--- src/rtl/pe_operand_join.sv ---
// ---------------------------------------------------------------------------
// pe_operand_join: joins three buffered operand streams into one credit-gated
// MAC issue beat. Rev 1.0
// ---------------------------------------------------------------------------
`default_nettype none

module pe_operand_join #(
  parameter int FIFO_DEPTH = 4,
  parameter int CREDITS    = 16,
  parameter int CNT_W      = 32
) (
  input  logic                       aclk,
  input  logic                       aresetn,
  input  logic                       s_axis_a_tvalid,
  output logic                       s_axis_a_tready,
  input  logic [31:0]                s_axis_a_tdata,
  input  logic                       s_axis_b_tvalid,
  output logic                       s_axis_b_tready,
  input  logic [31:0]                s_axis_b_tdata,
  input  logic                       s_axis_c_tvalid,
  output logic                       s_axis_c_tready,
  input  logic [31:0]                s_axis_c_tdata,
  input  logic [7:0]                 cfg_op,
  input  logic                       credit_return,
  output logic                       m_axis_a_tvalid,
  output logic                       m_axis_b_tvalid,
  output logic                       m_axis_c_tvalid,
  output logic                       m_axis_operation_tvalid,
  output logic [31:0]                m_axis_a_tdata,
  output logic [31:0]                m_axis_b_tdata,
  output logic [31:0]                m_axis_c_tdata,
  output logic [7:0]                 m_axis_operation_tdata,
  output logic [CNT_W-1:0]           issue_count,
  output logic [$clog2(CREDITS):0]   credit_avail,
  output logic                       err_credit_ovf
);

  localparam int AW = $clog2(FIFO_DEPTH);
  localparam int CW = $clog2(CREDITS) + 1;
  localparam logic [CW-1:0] CREDIT_MAX = CW'(CREDITS);

  logic [2:0]  in_valid;
  logic [2:0]  in_ready;
  logic [2:0]  fifo_nempty;
  logic [31:0] in_data [3];
  logic [31:0] head    [3];
  logic        issue;

  assign in_valid   = {s_axis_c_tvalid, s_axis_b_tvalid, s_axis_a_tvalid};
  assign in_data[0] = s_axis_a_tdata;
  assign in_data[1] = s_axis_b_tdata;
  assign in_data[2] = s_axis_c_tdata;

  assign s_axis_a_tready = in_ready[0];
  assign s_axis_b_tready = in_ready[1];
  assign s_axis_c_tready = in_ready[2];

  // Pointers carry one extra wrap bit so full and empty are distinguishable.
  for (genvar g = 0; g < 3; g++) begin : g_fifo
    logic [31:0] mem_q [FIFO_DEPTH];
    logic [AW:0] wptr_q, wptr_d;
    logic [AW:0] rptr_q, rptr_d;
    logic        full;
    logic        push;

    assign full           = (wptr_q[AW] != rptr_q[AW]) &&
                            (wptr_q[AW-1:0] == rptr_q[AW-1:0]);
    assign in_ready[g]    = ~full;
    assign fifo_nempty[g] = (wptr_q != rptr_q);
    assign push           = in_valid[g] & ~full;
    assign wptr_d         = push  ? wptr_q + 1'b1 : wptr_q;
    assign rptr_d         = issue ? rptr_q + 1'b1 : rptr_q;
    assign head[g]        = mem_q[rptr_q[AW-1:0]];

    always_ff @(posedge aclk or negedge aresetn) begin
      if (!aresetn) begin
        wptr_q <= '0;
        rptr_q <= '0;
      end else begin
        wptr_q <= wptr_d;
        rptr_q <= rptr_d;
      end
    end

    always_ff @(posedge aclk) begin
      if (push) mem_q[wptr_q[AW-1:0]] <= in_data[g];
    end
  end

  logic [CW-1:0]    credit_q, credit_d;
  logic             ovf_q, ovf_d;
  logic             valid_q;
  logic [31:0]      a_q, a_d, b_q, b_d, c_q, c_d;
  logic [7:0]       op_q, op_d;
  logic [CNT_W-1:0] cnt_q, cnt_d;

  assign issue = (&fifo_nempty) && (credit_q != '0);

  always_comb begin
    credit_d = credit_q;
    ovf_d    = ovf_q;
    a_d      = a_q;
    b_d      = b_q;
    c_d      = c_q;
    op_d     = op_q;
    cnt_d    = cnt_q;
    if (issue && !credit_return) begin
      credit_d = credit_q - 1'b1;
    end else if (!issue && credit_return) begin
      // A return with nothing outstanding is a downstream protocol error.
      if (credit_q == CREDIT_MAX) ovf_d = 1'b1;
      else                        credit_d = credit_q + 1'b1;
    end
    if (issue) begin
      a_d   = head[0];
      b_d   = head[1];
      c_d   = head[2];
      op_d  = cfg_op;
      cnt_d = cnt_q + 1'b1;
    end
  end

  always_ff @(posedge aclk or negedge aresetn) begin
    if (!aresetn) begin
      credit_q <= CREDIT_MAX;
      ovf_q    <= 1'b0;
      valid_q  <= 1'b0;
      a_q      <= '0;
      b_q      <= '0;
      c_q      <= '0;
      op_q     <= '0;
      cnt_q    <= '0;
    end else begin
      credit_q <= credit_d;
      ovf_q    <= ovf_d;
      valid_q  <= issue;
      a_q      <= a_d;
      b_q      <= b_d;
      c_q      <= c_d;
      op_q     <= op_d;
      cnt_q    <= cnt_d;
    end
  end

  assign m_axis_a_tvalid         = valid_q;
  assign m_axis_b_tvalid         = valid_q;
  assign m_axis_c_tvalid         = valid_q;
  assign m_axis_operation_tvalid = valid_q;
  assign m_axis_a_tdata          = a_q;
  assign m_axis_b_tdata          = b_q;
  assign m_axis_c_tdata          = c_q;
  assign m_axis_operation_tdata  = op_q;
  assign issue_count             = cnt_q;
  assign credit_avail            = credit_q;
  assign err_credit_ovf          = ovf_q;

endmodule

`default_nettype wire

--- config.mk ---
export PLATFORM = sky130hd
export DESIGN_NAME = pe_operand_join
export DESIGN_NICKNAME = d
export VERILOG_FILES = /design/src/rtl/pe_operand_join.sv
export SDC_FILE = /design/constraint.sdc
export NUM_CORES = 1
export LEC_CHECK = 0
export BUFFER_PORTS_ARGS = -buffer_cell sky130_fd_sc_hd__buf_2
export CORE_UTILIZATION = 45
export CTS_CLUSTER_DIAMETER = 60
export DETAILED_ROUTE_END_ITERATION = 7
export PLACE_DENSITY_LB_ADDON = 0.2
export SLEW_MARGIN = 20
export SYNTH_ARGS = -nofsm -noshare
export SYNTH_HDL_FRONTEND = slang
export SYNTH_SLANG_ARGS = --single-unit
export TNS_END_PERCENT = 1
--- constraint.sdc ---
create_clock -name aclk -period 2.6 [get_ports aclk]
set_input_delay 0.13 -clock aclk [delete_from_list [all_inputs] [get_ports aclk]]
set_output_delay 0.13 -clock aclk [all_outputs]
set_load 0.03 [all_outputs]
==> results_dict.tcl <==
set metrics [dict create \
    final_layout_size_suffix_gt1_frac 0.403 \
    fin_ws_ns 0.127 \
    worstMarginPinSlew_ns 0.970 \
    crit_path_end "credit_avail[4]" \
    syn-cell-area_sq_um 20900 \
    grt_max_degree 82 \
    dr.pass1.iters 4 \
    antenna_found_initial 2 \
    grt_pass1_vias 11300 \
    seq_area_frac_synth 0.743 \
    cp_num_buf_inv 2 \
    core-area_sq_um 45700 \
    path_delay_family "simple AND/OR/NAND/NOR gates" \
    totalWireLength_mm 42.2 \
    htree_levels 2 \
    postRouteAntennaNets 0 \
    fillers 3446 \
    drcViolationCount 0 \
    cts_buffers 56 \
    route.vias.total 10500 \
    critical_path_peak_fanout 6 \
    period_minus_slack_ns 2.47 \
    syn_to_final_growth_pct 24.7 \
    syn_avg_cell_area_sq_um 20.9 \
    drtIter0Drc 545 \
    tns_ns 0 \
    worst_r2r_path_depth 12 \
    wl_per_cell_um 20.5 \
    grt.overflow.total 0 \
    max_slew_margin 0.353 \
    synth_cell_types 37 \
    worstHoldPathType "primary input to asynchronous set/reset pin" \
    ys_warn_count 0 \
    finalHoldViolCount 0 \
    synth_ff_type "edfxtp_1" \
    crit_top_cell "o21a_1" \
    final_area_sq_um 26100 \
    vdd_drop_max_v 0.00243 \
    ys_ff_latch 545 \
    post-route-period-util 0.951 \
    worst-setup-path-type "flop to flop" \
    worstSetupEndpointType "flop" \
    chipHeight_um 218 \
    critPathMaxStageDelay_ns 0.45 \
    powerDensity_nw_per_um2 1420 \
    dp_hpwl_mm 25.0 \
    rows 78 \
    cts_tree "yes" \
    fin_nets 1544 \
    async_flop_share 0.295 \
    preCtsSetupSlack_ns 0.190 \
    initial_core_util 0.459 \
    path_depth 12 \
    r2r-end "credit_avail[4]" \
    place_area_sq_um 23100 \
    die_x_um 218 \
    cts.path.max_buffers 3 \
    rrSetupSlack_ns 0.13 \
    power.leakage_nw 10.1 \
    cap_violations 0 \
    cp_slowest_cell "dfrtp_2" \
    synth_fp_nets 1135 \
    clk_pin_slew_worst_paths_ns 0.06 \
    rr_startpoint "credit_avail[1]" \
    grt.total_usage 0.182 \
    vias_per_cell 5.11 \
    arrival_ns 2.98 \
    crit_start "credit_avail[1]" \
    hold_slack_ns 0.124 \
    required_ns 3.11 \
    netlist_instances 1003 \
    crit_chain "nor4_4 -> nand2b_1 -> o2111ai_4 -> inv_6 -> ha_4 -> inv_1 -> fa_2 -> nor2b_1 -> o21a_1 -> o21a_1 -> nor3_2 -> xor2_1" \
    max_freq_mhz 404 \
    gp_congestion 0.806 \
    setup_viol 0 \
    cp-start-kind "flop" \
    cts-root-buf "clkbuf_16" \
    clkSinkCount 545 \
    synth_enable_flop_cells 384 \
    drv_slew 0 \
    pin_count 259 \
    io_buffers 258 \
    power_mw 37.0 \
    skew_ns 0.0130 \
    die_area_sq_um 47400 \
    status "finished, final reports clean" \
    clk_latency_ns 0.58 \
    grt_pass1_wl_mm 65.3 \
]
## synth_stat cells, types with 2 or more instances
| library cell | instances | share of area |
|---|---|---|
| a31o_2 | 2 | 0.00084 |
| and2_1 | 7 | 0.0021 |
| and3_1 | 25 | 0.0075 |
| and4_1 | 5 | 0.0021 |
| buf_2 | 17 | 0.0041 |
| buf_4 | 9 | 0.0032 |
| buf_6 | 8 | 0.0043 |
| clkbuf_1 | 11 | 0.0020 |
| dfrtp_1 | 160 | 0.19 |
| edfxtp_1 | 384 | 0.55 |
| ha_1 | 21 | 0.013 |
| inv_1 | 11 | 0.0020 |
| mux2_2 | 40 | 0.022 |
| mux2_4 | 64 | 0.046 |
| mux4_2 | 96 | 0.10 |
| nand2_1 | 27 | 0.0048 |
| nand3_1 | 13 | 0.0031 |
| nand3b_1 | 2 | 0.00072 |
| nand4_1 | 19 | 0.0057 |
| nor2_1 | 4 | 0.00072 |
| nor3_1 | 3 | 0.00072 |
| o21a_1 | 2 | 0.00072 |
| o21ai_0 | 6 | 0.0014 |
| xnor2_1 | 47 | 0.020 |
| xor2_1 | 8 | 0.0033 |
## sequential cells by signal, indices dropped and copies added (netlist names)
signal                  cells
g_fifo.mem_q              384
issue_count                32
m_axis_a_tdata             32
m_axis_b_tdata             32
m_axis_c_tdata             32
g_fifo.rptr_q               9
g_fifo.wptr_q               9
m_axis_operation_tdata      8
credit_avail                5
err_credit_ovf              1
m_axis_a_tvalid             1
## metrics by stage
step | util | std cells
2_1_floorplan | - | 1003
3_3_place_gp | 0.506 | 1843
3_5_place_dp | 0.506 | 1843
4_1_cts | 0.571 | 2056
5_1_grt | 0.572 | 2059
6_report | 0.572 | 2059
## layout make-up
type	instances	area [sq um]	share of cell area
Sequential cell	545	15600	0.596
Multi-Input combinational cell	400	5100	0.195
Clock buffer	87	1670	0.0639
Antenna cell	1	2.50	0.0000958
Clock inverter	17	186	0.00714
Timing Repair Buffer	397	2780	0.106
Inverter	12	50.0	0.00192
Tap cell	600	751	0.0288
## placed cells by master (no fill, tap or decap), drive strengths merged
cell / count
nor4: 1
a21o: 1
xor2: 8
or3: 1
nand4: 19
nor2b: 1
nand3: 13
a21oi: 1
nor3: 3
nand2b: 1
ha: 21
nand3b: 2
a31o: 2
buf: 287
dfrtp: 160
dlygate4sd3: 109
diode: 1
o21ai: 6
fa: 1
bufinv: 4
o2111ai: 1
xnor2: 48
and3: 25
clkinv: 11
nand2: 27
o21a: 2
nor2: 4
dfstp: 1
inv: 14
and4: 5
edfxtp: 384
mux4: 96
mux2: 104
and2: 7
clkbuf: 88
## cell families (layout without fill, tap and decap cells)
| group | count (synthesis) | after routing | share of synthesized area |
|---|---|---|---|
| DFF | 545 | 545 | 0.743 |
| and+or+nand+nor | 109 | 109 | 0.0289 |
| other | 0 | 1 | 0 |
| adders and majority gates | 22 | 22 | 0.0135 |
| AOI/OAI and AO/OA | 13 | 13 | 0.00430 |
| buffers and inverters | 58 | 513 | 0.0159 |
| muxes | 200 | 200 | 0.171 |
| xor gates and xnor gates | 56 | 56 | 0.0238 |
## worst min path at each step
stage                     startpoint            endpoint  slack [ns]  cells after the start
after floorplan              aresetn     credit_avail[0]       -0.17                      0
after global placement       aresetn     issue_count[16]        0.21                      1
after detailed placement     aresetn     issue_count[16]        0.21                      1
after CTS                    aresetn   m_axis_b_tdata[3]        0.14                      2
after global routing         aresetn  m_axis_c_tdata[27]        0.17                      2
final                        aresetn  m_axis_c_tdata[27]        0.12                      2
## routing by layer
layer / routed length (um) / part of all wire / GRT usage
met1: 18100 / 0.43 / 0.240
met3: 2260 / 0.054 / 0.0364
met5: 17 / 0.00040 / 0
met2: 21000 / 0.50 / 0.306
met4: 794 / 0.019 / 0.0522
## what timing repair did
action,in CTS,in global routing
hold buffers,109,0
endpoints found under the setup margin,0,1
buffers inserted,0,2
resized for setup,0,3
endpoints found under the hold margin,466,0
## report_power, final
group / switching [mW] / total [mW] / internal, mW
sequential: 0.987 / 13.2 / 12.2
combinational: 8.39 / 15.8 / 7.46
clock: 3.18 / 7.97 / 4.79
total: 12.6 / 37.0 / 24.4
(Power assumes the default switching activity.)
